--- config.mk ---
export PLATFORM = sky130hd
export DESIGN_NAME = uart_rx
export DESIGN_NICKNAME = d
export VERILOG_FILES = /design/src/rtl/uart_rx.sv
export SDC_FILE = /design/constraint.sdc
export NUM_CORES = 1
export LEC_CHECK = 0
export BUFFER_PORTS_ARGS = -buffer_cell sky130_fd_sc_hd__buf_2
export CAP_MARGIN = 20
export CORE_ASPECT_RATIO = 1.1
export CORE_MARGIN = 1
export CORE_UTILIZATION = 45
export CTS_BUF_LIST = sky130_fd_sc_hd__clkbuf_4 sky130_fd_sc_hd__clkbuf_8
export CTS_CLUSTER_DIAMETER = 150
export DETAILED_ROUTE_END_ITERATION = 10
export GPL_TIMING_DRIVEN = 0
export HOLD_SLACK_MARGIN = 0.1
export PLACE_DENSITY = 0.72
export RECOVER_POWER = 100
export SLEW_MARGIN = 20
export SYNTH_ARGS = -nofsm -noshare
export SYNTH_HDL_FRONTEND = slang
export SYNTH_SLANG_ARGS = --single-unit
export TNS_END_PERCENT = 30
--- constraint.sdc ---
create_clock -name clk -period 2.8 [get_ports clk]
set_input_delay 0.56 -clock clk [delete_from_list [all_inputs] [get_ports clk]]
set_output_delay 0.56 -clock clk [all_outputs]
set_load 0.01 [all_outputs]
--- src/rtl/uart_rx.sv ---
`default_nettype none
// ============================================================================
// Module   : uart_rx
// Brief    : 8-bit UART receiver with a 1-entry AXI-stream holding register.
//            Optional even-parity framing when UART_RX_PARITY_EN is defined.
// Revision : 1.0 - initial release
// ============================================================================
module uart_rx #(
    parameter int CLKS_PER_BIT = 16
) (
    input  logic       clk,
    input  logic       rst,
    input  logic       clk_en,
    input  logic       i_rx,
    output logic [7:0] o_data,
    output logic       o_valid,
    input  logic       i_ready,
    output logic       o_frame_err,
    output logic       o_overrun
);

    localparam int c_cnt_w = (CLKS_PER_BIT > 2) ? $clog2(CLKS_PER_BIT) : 1;
    localparam logic [c_cnt_w-1:0] c_half_m1 = c_cnt_w'(CLKS_PER_BIT / 2 - 1);
    localparam logic [c_cnt_w-1:0] c_full_m1 = c_cnt_w'(CLKS_PER_BIT - 1);
    localparam logic [c_cnt_w-1:0] c_one     = c_cnt_w'(1);

    localparam logic [2:0] c_idle      = 3'd0;
    localparam logic [2:0] c_start     = 3'd1;
    localparam logic [2:0] c_data      = 3'd2;
    localparam logic [2:0] c_stop      = 3'd3;
    localparam logic [2:0] c_wait_idle = 3'd4;
`ifdef UART_RX_PARITY_EN
    localparam logic [2:0] c_parity    = 3'd5;
`endif

    logic [1:0]         r_sync;
    logic [2:0]         r_state;
    logic [c_cnt_w-1:0] r_cnt;
    logic [7:0]         r_shift;
    logic [2:0]         r_bit;
    logic [7:0]         r_data;
    logic               r_valid;
    logic               r_frame_err;
    logic               r_overrun;

    logic               w_rx_s;
    logic [2:0]         w_state_nx;
    logic [c_cnt_w-1:0] w_cnt_nx;
    logic [7:0]         w_shift_nx;
    logic [2:0]         w_bit_nx;
    logic               w_accept;
    logic               w_ferr;
`ifdef UART_RX_PARITY_EN
    logic               r_par_err;
    logic               w_par_err_nx;
`endif

    assign w_rx_s = r_sync[1];

    always_comb begin
        w_state_nx = r_state;
        w_cnt_nx   = r_cnt;
        w_shift_nx = r_shift;
        w_bit_nx   = r_bit;
        w_accept   = 1'b0;
        w_ferr     = 1'b0;
`ifdef UART_RX_PARITY_EN
        w_par_err_nx = r_par_err;
`endif
        if (clk_en) begin
            case (r_state)
                c_idle: begin
                    if (!w_rx_s) begin
                        w_state_nx = c_start;
                        w_cnt_nx   = '0;
                    end
                end
                c_start: begin
                    // Mid-start-bit check rejects glitches shorter than half a bit.
                    if (r_cnt == c_half_m1) begin
                        w_cnt_nx   = '0;
                        w_bit_nx   = 3'd0;
                        w_state_nx = w_rx_s ? c_idle : c_data;
`ifdef UART_RX_PARITY_EN
                        w_par_err_nx = 1'b0;
`endif
                    end else begin
                        w_cnt_nx = r_cnt + c_one;
                    end
                end
                c_data: begin
                    if (r_cnt == c_full_m1) begin
                        w_cnt_nx   = '0;
                        w_shift_nx = {w_rx_s, r_shift[7:1]};
                        w_bit_nx   = r_bit + 3'd1;
                        if (r_bit == 3'd7) begin
`ifdef UART_RX_PARITY_EN
                            w_state_nx = c_parity;
`else
                            w_state_nx = c_stop;
`endif
                        end
                    end else begin
                        w_cnt_nx = r_cnt + c_one;
                    end
                end
`ifdef UART_RX_PARITY_EN
                c_parity: begin
                    if (r_cnt == c_full_m1) begin
                        w_cnt_nx     = '0;
                        w_par_err_nx = (w_rx_s != (^r_shift));
                        w_ferr       = w_par_err_nx;
                        w_state_nx   = c_stop;
                    end else begin
                        w_cnt_nx = r_cnt + c_one;
                    end
                end
`endif
                c_stop: begin
                    if (r_cnt == c_full_m1) begin
                        w_cnt_nx = '0;
                        if (w_rx_s) begin
                            w_state_nx = c_idle;
`ifdef UART_RX_PARITY_EN
                            w_accept   = !r_par_err;
`else
                            w_accept   = 1'b1;
`endif
                        end else begin
                            w_ferr     = 1'b1;
                            w_state_nx = c_wait_idle;
                        end
                    end else begin
                        w_cnt_nx = r_cnt + c_one;
                    end
                end
                c_wait_idle: begin
                    if (w_rx_s) w_state_nx = c_idle;
                end
                default: w_state_nx = c_idle;
            endcase
        end
    end

    always_ff @(posedge clk) begin
        if (rst) begin
            r_sync  <= 2'b11;
            r_state <= c_idle;
            r_cnt   <= '0;
            r_shift <= '0;
            r_bit   <= '0;
`ifdef UART_RX_PARITY_EN
            r_par_err <= 1'b0;
`endif
        end else begin
            if (clk_en) r_sync <= {r_sync[0], i_rx};
            r_state <= w_state_nx;
            r_cnt   <= w_cnt_nx;
            r_shift <= w_shift_nx;
            r_bit   <= w_bit_nx;
`ifdef UART_RX_PARITY_EN
            r_par_err <= w_par_err_nx;
`endif
        end
    end

    // Holding register: handshake runs every clk, a same-clk handshake frees the slot.
    always_ff @(posedge clk) begin
        if (rst) begin
            r_data      <= 8'h00;
            r_valid     <= 1'b0;
            r_frame_err <= 1'b0;
            r_overrun   <= 1'b0;
        end else begin
            r_frame_err <= w_ferr;
            r_overrun   <= 1'b0;
            if (r_valid && i_ready) r_valid <= 1'b0;
            if (w_accept) begin
                if (!r_valid || i_ready) begin
                    r_data  <= r_shift;
                    r_valid <= 1'b1;
                end else begin
                    r_overrun <= 1'b1;
                end
            end
        end
    end

    assign o_data      = r_data;
    assign o_valid     = r_valid;
    assign o_frame_err = r_frame_err;
    assign o_overrun   = r_overrun;

endmodule
`default_nettype wire

==> results.txt, run 1 <==
Outcome - finished clean
Clock Path Buffers - 2
Avg Vias per Cell - 5.43
Final Hold Viols - 0
GR Overflow Total - 0
Crit Path Class - flip-flop to flip-flop
Synth Flop Type - dfxtp_1
Max-slew violations - 0
Fin crit share - 69.5%
HP Class - input pin to flip-flop
Synthesis-stage register bit count - 31
Syn. warnings - 0
Area growth, synth to finish - 11.8%
# Post-CTS Setup Buffers - 0
Largest cells by area after synthesis - dfxtp_1, mux2i_1, nor2_1
Clk Latency, worst-skew pair - 0.34 ns
Largest area contributor in the netlist - dfxtp_1
Antenna diode count - 0
Setup crit end kind - flip-flop
Tot Pwr - 856 uW
Standard-cell rows - 20
CP max FO - 10
CP required - 3.01 ns
Worst path max stage delay - 0.48 ns
Final net count - 172
Drt total wl - 2.52 mm
Gr usage total - 18.5%
Vias in the first global route - 1009
Post-synth EDFFs - 0
Netlist cell types - 42
Async SR Flop Fraction - 0%
Routed Antenna Nets - 0
Hold-fix buffers at CTS - 0
Inserted Clock Buffers - 5
Worst-path clk slew - 0.10 ns
Die W - 55.0 um
# fillers - 278
Final setup vio count - 0
DR WL/cell - 12.7 um
DRC - 0
Die Ht - 60.3 um
Hpwl dp - 1.79 mm
I/O Buffers - 14
Placer Congestion - 0.837
I/O pins - 16
Pleak - 0.595 nW
RSZ-0062 raised after global routing - no
Max Cap Viol - 0
Clk sinks - 31
Fmax - 514 MHz
Net Count, Synth - 151
Layout cells sized above 1 - 10.9%
TritonCTS clock tree - built
Syn Std Cell Area - 1390 sq um
Post-CTS sizing - 0
Synthesized instance count - 143
Slew headroom - 60.3%
Register area share after synthesis - 44.7%
VDD IR max - 0.508 mV
Worst EP arrival - 2.16 ns
CP max stage cell - clkbuf_1
Initial Utilization - 48.7%
Clk_skew - 0.0103 ns
Core ar. - 2850 sq um
DR pass1 iterations - 4
DR iter-0 viols - 35
Average cell area after synthesis - 9.71 sq um
CP bufs+invs - 2
Final Critical Period - 1.95 ns
First-pass GRT wire length - 4.24 mm
Number of H-tree levels - 2
Area share of the largest cell type after synthesis - 44.7%
Vias post-DR - 1075
Startpoint Class - flip-flop
Initial antenna violation count - 0
Slew @ Worst Pin - 0.595 ns
Full die area - 3310 sq um
CP top delay family - buffers and inverters
CP dominant cell by count - clkbuf_1
Setup_tns - 0 ns
Largest net degree at the start of global routing - 11
Critical path, cell by cell - clkbuf_1 > nand4_1 > nor3b_1 > clkbuf_1 > mux2i_1 > nor2_1
Clock root buffer master - clkbuf_4
Pwr Density - 551 nW/um^2
stage by stage:
stage | worst slack (ns) | cell area (sq um) | hold WS (ns) | util [%] | std cells
final | 0.854 | 1550 | 0.433 | 54.4 | 198
after global routing | 0.635 | 1550 | 0.445 | 54.4 | 198
after CTS | 1.07 | 1590 | 0.427 | 55.6 | 198
after detailed placement | 0.961 | 1500 | 0.465 | 52.6 | 190
after global placement | 1.01 | 1500 | 0.436 | 52.6 | 190
after floorplan | 1.08 | 1390 | 0.427 | - | 143
Yosys cell counts, types with 3 or more instances:
master	instances
dfxtp_1	31
nor2_1	18
mux2i_1	17
a21oi_1	7
nand2_1	7
nor2b_1	5
nand2b_1	4
nor3b_1	4
buf_2	3
ha_1	3
nand3_1	3
where the power goes:
| part | leakage, nW | switching, mW | total [mW] | internal, mW |
|---|---|---|---|---|
| Clock | 0.0482 | 0.155 | 0.366 | 0.211 |
| Combinational | 0.296 | 0.0247 | 0.0414 | 0.0167 |
| Sequential | 0.250 | 0.00398 | 0.449 | 0.445 |
cells in the final DEF (no fill, tap or decap), drive strengths merged, types with 2 or more instances in the layout:
| master | synthesis | final |
|---|---|---|
| a211o | 2 | 2 |
| a211oi | 2 | 2 |
| a21oi | 7 | 7 |
| a31oi | 2 | 2 |
| and3 | 2 | 2 |
| buf | 8 | 5 |
| clkbuf | 2 | 25 |
| dfxtp | 31 | 31 |
| ha | 3 | 3 |
| mux2 | 2 | 2 |
| mux2i | 17 | 17 |
| nand2 | 7 | 7 |
| nand2b | 5 | 5 |
| nand3 | 3 | 3 |
| nor2 | 19 | 19 |
| nor2b | 5 | 5 |
| nor3 | 2 | 2 |
| nor3b | 4 | 4 |
| or3 | 2 | 2 |
| xnor2 | 2 | 2 |
kinds of logic (layout without fill, tap and decap cells):
family / Yosys count / count (layout) / synth area share, %
xor+xnor: 2 / 2 / 1.26
compound gates: 19 / 19 / 9.64
buf+inv: 11 / 33 / 4.86
fa+ha+maj: 3 / 3 / 2.70
simple gates: 58 / 58 / 23.0
mux: 19 / 19 / 13.9
flops: 31 / 31 / 44.7
layer usage:
layer | track usage [%] | vias to the layer above | share of wire [%]
li1 | - | 543 | -
met1 | 20.3 | 498 | 44
met2 | 31.5 | 27 | 49
met3 | 4.58 | 7 | 4.2
met4 | 10.7 | 0 | 2.4
met5 | 0 | - | 0
worst register-to-register path, cell delays in order (launching register included):
cell	delay [ns]
dfxtp_1	0.32
clkbuf_1	0.33
nand4_1	0.18
nor3b_1	0.21
clkbuf_1	0.48
mux2i_1	0.26
nor2_1	0.05
state kept, by name, indices dropped and copies added, names as in the netlist, 2 cells and up:
register / cells
o_data: 8
r_shift: 8
r_cnt: 4
r_bit: 3
r_state: 3
r_sync: 2
path summary, 6_finish.rpt:
path / start / to / slack (ns) / depth (start not counted)
worst max-delay path: r_cnt[3] / o_data[6] / 0.85 / 6
worst min-delay path: i_rx / r_sync[0] / 0.43 / 2
worst max register to register: r_cnt[3] / o_data[6] / 0.85 / 6
worst min register to register: r_bit[2] / r_bit[2] / 0.48 / 2
final cells by class:
class / instances / area (sq um) / area share (%)
clock buffer: 6 / 51.3 / 3.30
clock inverter: 2 / 35.0 / 2.26
multi-input combinational: 101 / 696 / 44.8
sequential: 31 / 621 / 40.0
tap: 33 / 41.3 / 2.66
buffer: 10 / 50.0 / 3.22
timing repair buffer: 14 / 55.1 / 3.55
inverter: 1 / 3.75 / 0.242
Note: power is estimated with default switching activity, not from simulation.
==> run 2: changes to the inputs <==
--- a/config.mk
+++ b/config.mk
@@ -15,7 +15,7 @@
 export DETAILED_ROUTE_END_ITERATION = 10
 export GPL_TIMING_DRIVEN = 0
 export HOLD_SLACK_MARGIN = 0.1
-export PLACE_DENSITY = 0.72
+export PLACE_DENSITY = 0.75
 export RECOVER_POWER = 100
 export SLEW_MARGIN = 20
 export SYNTH_ARGS = -nofsm -noshare
==> constraint.sdc (replaced) <==
create_clock -name clk -period 1.6 [get_ports clk]
set_input_delay 0.32 -clock clk [delete_from_list [all_inputs] [get_ports clk]]
set_output_delay 0.32 -clock clk [all_outputs]
set_load 0.01 [all_outputs]
==> results.txt, run 2 (synthesized netlist as in run 1, its figures left out) <==
DR iter-0 viols - 15 (was 35)
Setup crit end kind - flip-flop (unchanged)
Initial Utilization - 48.7% (unchanged)
Leading cell types in the layout, fill and taps excluded - dfxtp_1, nor2_1, mux2i_1 (was dfxtp_1, clkbuf_1, nor2_1)
Hpwl dp - 1.80 mm (was 1.79 mm)
Placed standard-cell area - 1500 sq um (unchanged)
Setup crit start - r_state[1] (was r_cnt[3])
Crit Path Class - flip-flop to flip-flop (unchanged)
Largest net degree at the start of global routing - 11 (unchanged)
Outcome - finished clean (unchanged)
Pwr Density - 855 nW/um^2 (was 551 nW/um^2)
Max-slew violations - 0 (unchanged)
Clock root buffer master - clkbuf_4 (unchanged)
TritonCTS clock tree - built (unchanged)
Pre-CTS setup slack - -0.0913 ns (was 0.961 ns)
Fin worst setup slack - 0.0270 ns (was 0.854 ns)
Tot Pwr - 1.40 mW (was 856 uW)
Reg2Reg Setup Slack - 0.03 ns (was 0.85 ns)
Area occupied by multi-input gates - 751 sq um (was 696 sq um)
HP Class - input pin to flip-flop (unchanged)
I/O pins - 16 (unchanged)
Max Cap Viol - 0 (unchanged)
# fillers - 274 (was 278)
GR Overflow Total - 0 (unchanged)
Drt total wl - 2.70 mm (was 2.52 mm)
Design area - 1640 sq um (was 1550 sq um)
CP max FO - 10 (unchanged)
Avg Vias per Cell - 5.48 (was 5.43)
DRC - 0 (unchanged)
R2R Path End - r_state[0] (was o_data[6])
Crit Reg-Reg Startpoint - r_state[1] (was r_cnt[3])
Inserted Clock Buffers - 5 (unchanged)
Clock Path Buffers - 2 (unchanged)
Final cell count without fillers - 200 (was 198)
Fin crit share - 98.3% (was 69.5%)
Commonest non-fill, non-tap cell in the layout - dfxtp_1 (unchanged)
Worst Setup EP - r_state[0] (was o_data[6])
Worst EP arrival - 1.79 ns (was 2.16 ns)
Number of H-tree levels - 2 (unchanged)
Die W - 55.0 um (unchanged)
Slew @ Worst Pin - 0.496 ns (was 0.595 ns)
R2R cell count - 5 (was 6)
Final Hold Viols - 0 (unchanged)
Initial antenna violation count - 0 (unchanged)
Clk_skew - 0.00393 ns (was 0.0103 ns)
Hold WS - 0.201 ns (was 0.433 ns)
Final setup vio count - 0 (unchanged)
Full die area - 3310 sq um (unchanged)
Fmax - 636 MHz (was 514 MHz)
Clk sinks - 31 (unchanged)
Final net count - 174 (was 172)
Layout cells sized above 1 - 21.6% (was 10.9%)
Routed Antenna Nets - 0 (unchanged)
I/O Buffers - 14 (unchanged)
Vias post-DR - 1095 (was 1075)
Die Ht - 60.3 um (unchanged)
Vias in the first global route - 944 (was 1009)
CP required - 1.82 ns (was 3.01 ns)
Antenna diode count - 0 (unchanged)
Startpoint Class - flip-flop (unchanged)
Worst-path clk slew - 0.10 ns (about the same)
Register Area - 627 sq um (was 621 sq um)
Hold-fix buffers at CTS - 0 (unchanged)
Placer Congestion - 0.821 (was 0.837)
Gr usage total - 18.1% (was 18.5%)
VDD IR max - 0.549 mV (was 0.508 mV)
Slew headroom - 67.0% (was 60.3%)
Placed Instances - 190 (unchanged)
Standard-cell rows - 20 (unchanged)
DR pass1 iterations - 4 (unchanged)
Core ar. - 2850 sq um (unchanged)
Clk Latency, worst-skew pair - 0.33 ns (was 0.34 ns)
Area growth, synth to finish - 18.1% (was 11.8%)
RSZ-0062 raised after global routing - yes (was no)
Final Critical Period - 1.57 ns (was 1.95 ns)
First-pass GRT wire length - 4.11 mm (was 4.24 mm)
DR WL/cell - 13.5 um (was 12.7 um)
Pleak - 0.623 nW (was 0.595 nW)
## run 2: layout make-up
class                   count  area share (%)
well taps                  33            2.52
multi-input cells         101            45.8
plain buffers              10            4.50
clock buffers               7            3.97
repair buffers             16            4.35
flip-flops and latches     31            38.2
clock inverters             1           0.458
inverters                   1           0.229
## run 2: report_power, final
group	total, mW	switching, mW	internal, mW	leakage, nW
combinational	0.0917	0.0498	0.0419	0.333
sequential	0.785	0.00803	0.777	0.252
clock	0.527	0.270	0.257	0.0375
## run 2: worst min-delay path by stage
| stage | depth (start not counted) | from | to | slack, ns |
|---|---|---|---|---|
| 2_1_floorplan | 1 | r_sync[0] | r_sync[1] | 0.43 |
| 4_1_cts | 2 | i_rx | r_sync[0] | 0.19 |
| 3_5_place_dp | 1 | r_sync[0] | r_sync[1] | 0.45 |
| 5_1_grt | 2 | i_rx | r_sync[0] | 0.20 |
| 3_3_place_gp | 1 | r_sync[0] | r_sync[1] | 0.43 |
| 6_report | 2 | i_rx | r_sync[0] | 0.20 |
## run 2: metrics by stage
stage,util (%),setup TNS (ns)
finish,57.5,0
global route,57.5,-0.344
CTS,56.0,0
detailed placement,52.6,-0.796
global placement,52.6,-0.0461
floorplan,-,0
## run 2: routing by layer
layer | vias to the layer above | part of all wire, % | track usage, %
met2 | 18 | 50 | 28.6
met3 | 5 | 3.4 | 5.34
li1 | 553 | - | -
met5 | - | 0 | 0
met4 | 0 | 1.8 | 10.7
met1 | 519 | 45 | 21.1
## run 2: repair_timing
| action | 4_1_cts | 5_1_grt |
|---|---|---|
| buffers inserted | 0 | 2 |
| setup endpoints to repair | 12 | 12 |
| pin swaps | 0 | 3 |
| gates resized for setup | 7 | 10 |
## run 2: critical path: stages (launching register included)
cell     delay [ns]
dfxtp_2        0.35
buf_4          0.17
xnor2_1        0.25
nand2_1        0.15
a21oi_4        0.20
mux2_2         0.35
==> run 3: changes to the inputs <==
--- a/config.mk
+++ b/config.mk
@@ -9,13 +9,12 @@
 export CAP_MARGIN = 20
 export CORE_ASPECT_RATIO = 1.1
 export CORE_MARGIN = 1
-export CORE_UTILIZATION = 45
+export CORE_UTILIZATION = 53
 export CTS_BUF_LIST = sky130_fd_sc_hd__clkbuf_4 sky130_fd_sc_hd__clkbuf_8
 export CTS_CLUSTER_DIAMETER = 150
 export DETAILED_ROUTE_END_ITERATION = 10
-export GPL_TIMING_DRIVEN = 0
 export HOLD_SLACK_MARGIN = 0.1
-export PLACE_DENSITY = 0.75
+export PLACE_DENSITY = 0.84
 export RECOVER_POWER = 100
 export SLEW_MARGIN = 20
 export SYNTH_ARGS = -nofsm -noshare
==> results.txt, run 3 (synthesized netlist as in run 1, its figures left out) <==
Outcome - finished clean (unchanged)
Gr usage total - 21.5% (was 18.1%)
Leading cell types in the layout, fill and taps excluded - dfxtp_1, nor2_1, mux2i_1 (unchanged)
Fmax - 650 MHz (was 636 MHz)
Register Area - 627 sq um (unchanged)
Inserted Clock Buffers - 5 (unchanged)
Setup crit end kind - flip-flop (unchanged)
HP Class - input pin to flip-flop (unchanged)
Slew @ Worst Pin - 0.358 ns (was 0.496 ns)
Final net count - 173 (was 174)
VDD IR max - 0.830 mV (was 0.549 mV)
Drt total wl - 2.64 mm (was 2.70 mm)
Layout cells sized above 1 - 21.1% (was 21.6%)
Crit Path Class - flip-flop to flip-flop (unchanged)
Slew headroom - 76.1% (was 67.0%)
TritonCTS clock tree - built (unchanged)
Vias post-DR - 1090 (was 1095)
Clk Latency, worst-skew pair - 0.33 ns (about the same)
Clk_skew - 0.00256 ns (was 0.00393 ns)
Avg Vias per Cell - 5.53 (was 5.48)
DR WL/cell - 13.4 um (was 13.5 um)
Die Ht - 55.7 um (was 60.3 um)
Worst path max stage delay - 0.46 ns (was 0.35 ns)
Initial antenna violation count - 0 (unchanged)
Max Cap Viol - 0 (unchanged)
Clk sinks - 31 (unchanged)
Antenna diode count - 0 (unchanged)
Final Critical Period - 1.54 ns (was 1.57 ns)
RSZ-0062 raised after global routing - no (was yes)
Clock Path Buffers - 2 (unchanged)
CP required - 1.86 ns (was 1.82 ns)
Number of H-tree levels - 2 (unchanged)
Pwr Density - 841 nW/um^2 (was 855 nW/um^2)
Area growth, synth to finish - 14.1% (was 18.1%)
Worst EP arrival - 1.80 ns (was 1.79 ns)
Startpoint Class - flip-flop (unchanged)
Hold-fix buffers at CTS - 0 (unchanged)
Reg2Reg Setup Slack - 0.06 ns (was 0.03 ns)
Final Hold Viols - 0 (unchanged)
Placed standard-cell area - 1510 sq um (was 1500 sq um)
# fillers - 215 (was 274)
DRC - 0 (unchanged)
Tot Pwr - 1.33 mW (was 1.40 mW)
First-pass GRT wire length - 4.53 mm (was 4.11 mm)
Routed Antenna Nets - 0 (unchanged)
Standard-cell rows - 19 (was 20)
Commonest non-fill, non-tap cell in the layout - dfxtp_1 (unchanged)
Final setup vio count - 0 (unchanged)
DR pass1 iterations - 4 (unchanged)
Worst-path clk slew - 0.09 ns (was 0.10 ns)
Vias in the first global route - 1034 (was 944)
Area occupied by multi-input gates - 723 sq um (was 751 sq um)
Hold path cells - 2 (unchanged)
Pleak - 0.614 nW (was 0.623 nW)
Initial Utilization - 55.6% (was 48.7%)
I/O pins - 16 (unchanged)
Placer Congestion - 0.856 (was 0.821)
Hpwl dp - 1.80 mm (about the same)
# Post-CTS Setup Buffers - 0 (unchanged)
Design area - 1580 sq um (was 1640 sq um)
Max-slew violations - 0 (unchanged)
Die W - 50.8 um (was 55.0 um)
Critical path, cell by cell - ha_4 > and2_1 > o2bb2ai_1 > or4_1 > a31oi_1 (was buf_4 > xnor2_1 > nand2_1 > a21oi_4 > mux2_2)
I/O Buffers - 15 (was 14)
Clock root buffer master - clkbuf_4 (unchanged)
Largest net degree at the start of global routing - 20 (was 11)
Core ar. - 2500 sq um (was 2850 sq um)
CP max FO - 5 (was 10)
R2R cell count - 5 (unchanged)
Fin crit share - 96.1% (was 98.3%)
CP max stage cell - or4_1 (was dfxtp_2)
Full die area - 2830 sq um (was 3310 sq um)
DR iter-0 viols - 18 (was 15)
GR Overflow Total - 0 (unchanged)
## run 3: cell types whose count changed in the layout (fill, tap and decap cells not counted), moves of 2 or more
cell / delta
buf_4: +5
dfxtp_2: +3
dfxtp_1: -2
buf_6: -3
clkbuf_8: -2
## run 3: path summary, 6_finish.rpt
path | start | end
max reg2reg | r_cnt[1] | r_cnt[3]
max | r_cnt[1] | r_cnt[3]
min | i_rx | r_sync[0]
min reg2reg | r_bit[2] | r_bit[2]
## run 3: power breakdown
group	internal (mW)	switching [mW]	total, mW
clock network	0.205	0.255	0.460
logic	0.0387	0.0404	0.0792
registers	0.779	0.0141	0.793
total	1.02	0.310	1.33
## run 3: timing repair
action,CTS,global route
setup endpoints to repair,12,17
cloned,0,0
resized for setup,4,6
## run 3: metal layers
metal / routed length, um / share of wire [%] / track usage [%]
met2: 1310 / 50 / 36.6
met1: 1190 / 45 / 24.1
met5: 0 / 0 / 0
met3: 87 / 3.3 / 6.56
met4: 57 / 2.2 / 9.52
## run 3: worst max-delay path: cells and delay by family (launching register included)
family          cells  cell delay [ns]
simple gates        2             0.65
flops               1             0.35
compound gates      2             0.30
fa+ha+maj           1             0.17
## run 3: final cells by class
class,instances,share of cell area (%)
Clock inverter,1,0.316
Timing Repair Buffer,25,8.45
Inverter,1,0.237
Clock buffer,7,3.32
Sequential cell,31,39.6
Multi-Input combinational cell,101,45.7
Tap cell,31,2.45
## run 3: through the flow
step	util, %	setup TNS, ns	hold WS, ns	worst slack [ns]	std cells
after floorplan	-	0	0.427	0.0749	143
after global placement	60.7	0	0.437	0.0578	189
after detailed placement	60.7	-0.0544	0.455	-0.0383	189
after CTS	63.6	0	0.198	0.000278	197
after global routing	63.5	0	0.196	0.00852	197
final	63.5	0	0.206	0.0621	197
